**src/rtl/pipe_hazard_ctrl.sv**
```systemverilog
`default_nettype none
// ============================================================================
// Module     : pipe_hazard_ctrl
// Description: Stall/flush controller for the 5-stage pipeline: memory-miss
//              freeze FSM, load-use bubble and taken-branch IF/ID flush.
//              Optional macro PIPE_CTRL_PERF_EN builds stall/bubble counters.
// Revision   : 1.0 - initial release
// ============================================================================
module pipe_hazard_ctrl #(
    parameter int TIMEOUT = 200,
    parameter int TO_W    = 8
) (
    input  logic        clk_i,
    input  logic        rst_i,
    input  logic        ex_MemRead_i,
    input  logic [4:0]  ex_rt_i,
    input  logic [4:0]  id_rs_i,
    input  logic [4:0]  id_rt_i,
    input  logic        branch_taken_i,
    input  logic        mem_access_i,
    input  logic        mem_hit_i,
    input  logic        mem_ack_i,
    output logic        mem_req_o,
    output logic        memStall_o,
    output logic        pc_write_o,
    output logic        ifid_write_o,
    output logic        idex_bubble_o,
    output logic        ifid_flush_o,
    output logic        err_o,
    output logic [31:0] stall_cycles_o,
    output logic [31:0] bubble_cnt_o
);

    localparam logic [1:0] S_IDLE = 2'd0;
    localparam logic [1:0] S_REQ  = 2'd1;
    localparam logic [1:0] S_DONE = 2'd2;
    localparam logic [1:0] S_ERR  = 2'd3;

    localparam logic [TO_W-1:0] C_TO_LAST = TO_W'(TIMEOUT - 1);

    logic [1:0]      state_q, state_d;
    logic [TO_W-1:0] cnt_q, cnt_d;
    logic            mem_req_q;
    logic            err_q;
    logic            w_miss;
    logic            w_hazard;

    assign w_miss   = mem_access_i & ~mem_hit_i;
    assign w_hazard = ex_MemRead_i & (ex_rt_i != 5'd0) &
                      ((ex_rt_i == id_rs_i) | (ex_rt_i == id_rt_i));

    always_comb begin
        state_d = state_q;
        cnt_d   = cnt_q;
        case (state_q)
            S_IDLE: begin
                if (w_miss) begin
                    state_d = S_REQ;
                    cnt_d   = '0;
                end
            end
            S_REQ: begin
                if (mem_ack_i) begin
                    state_d = S_DONE;
                end else if (cnt_q == C_TO_LAST) begin
                    state_d = S_ERR;
                end else begin
                    cnt_d = cnt_q + 1'b1;
                end
            end
            S_DONE:  state_d = S_IDLE;
            default: state_d = S_ERR;
        endcase
    end

    // Request and error flags track the next state so they are registered
    // outputs aligned with the state they describe.
    always_ff @(posedge clk_i or negedge rst_i) begin
        if (!rst_i) begin
            state_q   <= S_IDLE;
            cnt_q     <= '0;
            mem_req_q <= 1'b0;
            err_q     <= 1'b0;
        end else begin
            state_q   <= state_d;
            cnt_q     <= cnt_d;
            mem_req_q <= (state_d == S_REQ);
            err_q     <= (state_d == S_ERR);
        end
    end

    assign mem_req_o  = mem_req_q;
    assign err_o      = err_q;
    assign memStall_o = ((state_q == S_IDLE) & w_miss) |
                        (state_q == S_REQ) | (state_q == S_ERR);

    always_comb begin
        pc_write_o    = 1'b1;
        ifid_write_o  = 1'b1;
        idex_bubble_o = 1'b0;
        ifid_flush_o  = 1'b0;
        if (memStall_o) begin
            pc_write_o   = 1'b0;
            ifid_write_o = 1'b0;
        end else if (w_hazard) begin
            // Hazard beats branch: the branch re-resolves after the bubble.
            pc_write_o    = 1'b0;
            ifid_write_o  = 1'b0;
            idex_bubble_o = 1'b1;
        end else if (branch_taken_i) begin
            ifid_flush_o = 1'b1;
        end
    end

`ifdef PIPE_CTRL_PERF_EN
    logic [31:0] stall_cnt_q;
    logic [31:0] bubble_cnt_q;

    always_ff @(posedge clk_i or negedge rst_i) begin
        if (!rst_i) begin
            stall_cnt_q  <= '0;
            bubble_cnt_q <= '0;
        end else begin
            if (memStall_o && (stall_cnt_q != 32'hFFFF_FFFF)) begin
                stall_cnt_q <= stall_cnt_q + 32'd1;
            end
            if (idex_bubble_o && (bubble_cnt_q != 32'hFFFF_FFFF)) begin
                bubble_cnt_q <= bubble_cnt_q + 32'd1;
            end
        end
    end

    assign stall_cycles_o = stall_cnt_q;
    assign bubble_cnt_o   = bubble_cnt_q;
`else
    assign stall_cycles_o = 32'd0;
    assign bubble_cnt_o   = 32'd0;
`endif

endmodule
`default_nettype wire

```
**config.mk**
```make
export PLATFORM = sky130hd
export DESIGN_NAME = pipe_hazard_ctrl
export DESIGN_NICKNAME = d
export VERILOG_FILES = /design/src/rtl/pipe_hazard_ctrl.sv
export SDC_FILE = /design/constraint.sdc
export NUM_CORES = 1
export LEC_CHECK = 0
export CORE_ASPECT_RATIO = 0.9
export CORE_MARGIN = 2
export CORE_UTILIZATION = 31
export DETAILED_ROUTE_END_ITERATION = 16
export MAX_ROUTING_LAYER = met4
export PLACE_DENSITY = 0.86
export SETUP_SLACK_MARGIN = 0.3
export SLEW_MARGIN = 20
export SYNTH_ARGS = -nofsm -noshare
export SYNTH_HDL_FRONTEND = slang
export SYNTH_SLANG_ARGS = --single-unit
```
**constraint.sdc**
```tcl
create_clock -name clk_i -period 1.77 [get_ports clk_i]
set_input_delay 0.354 -clock clk_i [delete_from_list [all_inputs] [get_ports clk_i]]
set_output_delay 0.354 -clock clk_i [all_outputs]
set_load 0.03 [all_outputs]
```
* Word-level counts from Yosys, hierarchy flattened
Cells that the tools add are included.
** Word-level totals
- Bits in latches :: 0
- Memory bits (read-only) :: 0
- Memories :: 0
- RAM bits :: 0
- Output and inout port bits :: 71
- Bits in registers :: 12
- Input port bits :: 22
** Operators by class
- Equality and inequality tests :: 11
- Mux-type cells :: 15
- Multiply operators :: 0
- Shifts and indexed selects :: 0
- Reduce and logical (&&, ||, !) cells :: 4
- Div/mod/pow operators :: 0
- $add $sub $neg :: 1
- Bitwise gates (word level) :: 8
- $lt $le $gt $ge :: 0
** Operators by type and width (count)
- two-way mux 8 bit :: 3
- one-hot mux 8 bit (2 select lines) :: 1
- equality test 5 bit :: 2
- adder 8 x 1 -> 8 bit, second input constant :: 1
- equality test 8 bit, second input constant :: 1
- two-way mux 1 bit :: 7
- equality test 2 bit, second input constant :: 3
- two-way mux 2 bit :: 3
- != test 2 bit, second input constant :: 3
- one-hot mux 2 bit (3 select lines) :: 1
- nonzero test 5 bit :: 1
- AND 1 bit :: 4
- equality test 2 x 1 -> 1 bit, second input constant :: 2
- AND reduction 4 bit :: 1
- OR 1 bit :: 3
- zero test 2 bit :: 1
- nonzero test 2 bit :: 1
- NOT 1 bit :: 1

* Depth between registers and ports, before layout
- Depth in word-level cells :: 6
- Depth in mapped cells :: 6
- Gate-level depth less buffers :: 5

* Worst setup path before layout
Ideal clock, no wire load.
- Kind :: input to output
- From :: in ex_rt_i[1]
- To :: out pc_write_o
- Buffers on the path :: 1
- Required time :: 1.416 ns
- Arrival time :: 1.858 ns
- Stages on the path :: 4
- Path slack :: -0.442 ns
- Cells stage by stage :: or4_1 o21a_1 a21oi_1 buf_4
** On the way
- Cells in the longest elaborated chain, start to end :: 5
- Elaborated cells on any way between the ends :: 8
- Classes of those cells :: 2 x eq/ne; 2 x mux; 3 x bitwise; 1 x reduce/logical
** Ends and longest elaborated chain
- start, declared :: line 16 : input logic [4:0] ex_rt_i,
- equality test 5 bit / nonzero test 5 bit (equally long branches) :: line 50, 49
- OR 1 bit / AND 1 bit (equally long branches) :: line 50, 49
- AND 1 bit (*) :: line 49 : assign w_hazard = ex_MemRead_i & (ex_rt_i != 5'd0) &
- two-way mux 1 bit (*) (2 in series)
- end, declared :: line 25 : output logic pc_write_o,
Every way passes the cells marked *; elsewhere a longest branch is shown, timed or not.

* Worst setup path in the final report
- From :: in ex_rt_i[2]
- To :: out ifid_write_o
** On the way
- Cells in the longest elaborated chain, start to end :: 5
- Elaborated cells on any way between the ends :: 8
- Classes of those cells :: 2 x eq/ne; 2 x mux; 3 x bitwise; 1 x reduce/logical
** Ends and longest elaborated chain
- equality test 5 bit / nonzero test 5 bit (equally long branches) :: line 50, 49
- OR 1 bit / AND 1 bit (equally long branches) :: line 50, 49
- AND 1 bit (*) :: line 49
- two-way mux 1 bit (*) :: line 105 : end else if (w_hazard) begin
- two-way mux 1 bit (*) :: line 102 : if (memStall_o) begin
- end, declared :: line 26 : output logic ifid_write_o,
Marked as above.

==> impl_metrics.env <==
export IMPL_clk_path_buf_depth=2
export IMPL_netSwitchingPower_uw=844
export IMPL_syn_inst=147
export IMPL_antenna_found_initial=0
export IMPL_yosysTopAreaCell="buf_4"
export IMPL_p_leak_uw=0.000881
export IMPL_seq_power_share=0.194
export IMPL_yosysTopAreaCellShare=0.388
export IMPL_final_nets=232
export IMPL_cap_violations=0
export IMPL_ys_flop_type="dfrtp_1"
export IMPL_layout_commonest_cell="conb_1"
export IMPL_worstMarginPinSlew_ns=0.539
export IMPL_clock_sinks=12
export IMPL_min_period_ns=1.94
export IMPL_fin_ws_ns=-0.165
export IMPL_switching_share=0.446
export IMPL_dpl_hpwl_um=2040
export IMPL_final_area_sq_mm=0.00172
export IMPL_cts_tree="built"
export IMPL_p_int_uw=1050
export IMPL_grt_pass1_vias=866
export IMPL_register_area_sq_um=300
export IMPL_synth_sequential_area_ratio=0.239
export IMPL_drc=0
export IMPL_slew_violations=0
export IMPL_grtUsageTotal=0.108
export IMPL_gp_congestion=0.864
export IMPL_path_class="input port to output pin"
export IMPL_ir_worst_vdd_uv=445
export IMPL_port_buffers=28
export IMPL_finalCritPeriodShare=1.09
export IMPL_grt_overflow=0
export IMPL_syn_area_per_cell_sq_um=8.55
export IMPL_row_count=21
export IMPL_vias=999
export IMPL_setup_violations=4
export IMPL_power_uw=1890
export IMPL_combPwrFrac=0.677
export IMPL_cp_max_fo=2
export IMPL_multi_input_area_sq_um=779
export IMPL_ys_warn_count=0
export IMPL_finClkSkew_ns=0.00307
export IMPL_status="complete, but fails checks"
export IMPL_n_fill_cell=356
export IMPL_die_area_sq_mm=0.00458
export IMPL_ys_ff_latch=12
export IMPL_critPathLaunchType="input port"
export IMPL_max_freq_mhz=517
export IMPL_finish_utilization=0.452
export IMPL_arrival_ns=1.58
export IMPL_drt_iter0_drc=20
export IMPL_violations="setup timing"
export IMPL_wl_per_cell_um=10.4
export IMPL_drt_first_pass_iters=4
export IMPL_htreeDepth=1
export IMPL_clkSlewWorstSetupHoldPaths_ns=0.05
export IMPL_synth_cell_types=31
export IMPL_die_h_um=64.4
export IMPL_synth_async_reset_ratio=1.00
export IMPL_critical_path_required_ns=1.42
export IMPL_postRouteAntennaNets=0
export IMPL_grt_max_degree=13
export IMPL_hp_class="input port to async pin"
export IMPL_finalHoldViolCount=0
export IMPL_num_antenna_cells=0
export IMPL_max_slew_margin_rel=0.640
export IMPL_wirelength_um=2640
export IMPL_start_util=0.330
export IMPL_areaGrowthSynthToFinish_pct=37.2
export IMPL_die_x_um=71.1
export IMPL_synth_area_leaders="buf_4 (39%), dfrtp_1 (24%), xnor2_1 (7.0%)"
export IMPL_synth_edff_count=0
export IMPL_crit_path_end_kind="output pin"
export IMPL_io_pin_count=93
export IMPL_avgViaCountPerCell=3.95
export IMPL_core_area_sq_mm=0.00381
export IMPL_grt_first_pass_wirelength_um=3800
export IMPL_dpl_cell_area_sq_mm=0.00150
export IMPL_synth_area_sq_mm=0.00126
export IMPL_finalHoldWorstSlack_ns=0.467
export IMPL_most_common_layout_cells="conb_1 (64), buf_4 (22), buf_6 (16)"
export IMPL_power_density_mw_per_mm2=1100
export IMPL_drive_gt1_frac=0.338
export IMPL_insertion_delay_ns=0.24
export IMPL_rsz0062_at_grt="yes"
export IMPL_clockRootBuffer="clkbuf_8"
export IMPL_power_frac_clock=0.129
export IMPL_cts_buffers_inserted=3
[power groups by stage]
stage / Clock (uW) / Sequential (uW) / Combinational (uW)
after floorplan: 0 / 428 / 701
after global placement: 0 / 366 / 980
after detailed placement: 0 / 367 / 995
after CTS: 248 / 362 / 1190
after global routing: 263 / 376 / 1360
final: 244 / 367 / 1280
[state kept, by name, summed over array words and instances, names as in the netlist]
| register | count |
|---|---|
| cnt_q | 8 |
| err_o | 1 |
| mem_req_o | 1 |
| state_q | 2 |
[logic make-up after synthesis]
family	count (synthesis)	share of synthesized area
buffers and inverters	68	0.403
and+or+nand+nor	34	0.159
AOI/OAI and AO/OA	21	0.116
DFF	12	0.239
xor gates and xnor gates	10	0.0697
adders and majority gates	1	0.00996
other	1	0.00299
[cell type report]
cell class / count / area share
Timing Repair Buffer: 60 / 0.310
Sequential cell: 12 / 0.174
Tap cell: 46 / 0.0334
Inverter: 2 / 0.00581
Clock buffer: 3 / 0.0240
Multi-Input combinational cell: 130 / 0.452
[worst max-delay path, cell delays in order]
cell and delay (ns):
buf_6 0.09, or4_4 0.51, o21a_1 0.20, buf_6 0.13, a21oi_4 0.14, buf_6 0.15
[layer usage]
metal,vias to the layer above,part of all wire,track usage
met5,-,0,-
met4,0,0.0045,0.0259
met3,3,0.076,0.0410
met2,50,0.55,0.185
met1,461,0.37,0.120
li1,485,-,-
[path summary, 6_finish.rpt]
kind	slack (ns)	from	endpoint	cells past startpoint
setup reg to reg	0.05	cnt_q[5]	cnt_q[0]	5
hold reg to reg	0.55	cnt_q[7]	cnt_q[7]	2
setup / recovery	-0.17	ex_rt_i[2]	ifid_write_o	6
hold / removal	0.47	rst_i	cnt_q[5]	1
min in group clk_i	0.50	mem_ack_i	state_q[0]	2
max in group asynchronous	0.94	rst_i	state_q[0]	1
[synthesized netlist by cell type, types with 2 or more instances]
master,n
buf_4,65
dfrtp_1,12
xnor2_1,10
nand2_1,7
o21ai_1,7
a21oi_1,5
nand3_1,5
or3_1,3
or4_1,3
a21oi_2,2
and2_1,2
and3_1,2
nand2b_1,2
nand4_1,2
nor2_1,2
nor2b_1,2
o31ai_1,2
[per-stage QoR]
stage / TNS [ns] / setup WS (ns) / std cells
3_3_place_gp: -3.20 / -0.823 / 237
6_report: -0.563 / -0.165 / 253
4_1_cts: -0.676 / -0.178 / 248
5_1_grt: -0.706 / -0.196 / 253
2_1_floorplan: -0.155 / -0.138 / 210
3_5_place_dp: -3.69 / -0.911 / 237
[repair_timing]
item	in CTS	in global routing
setup buffers	8	5
hold buffers	0	0
gates resized for setup	56	14
endpoints found under the setup margin	16	15
pin swaps	24	16
No activity file was read; power rests on OpenSTA's default activity.
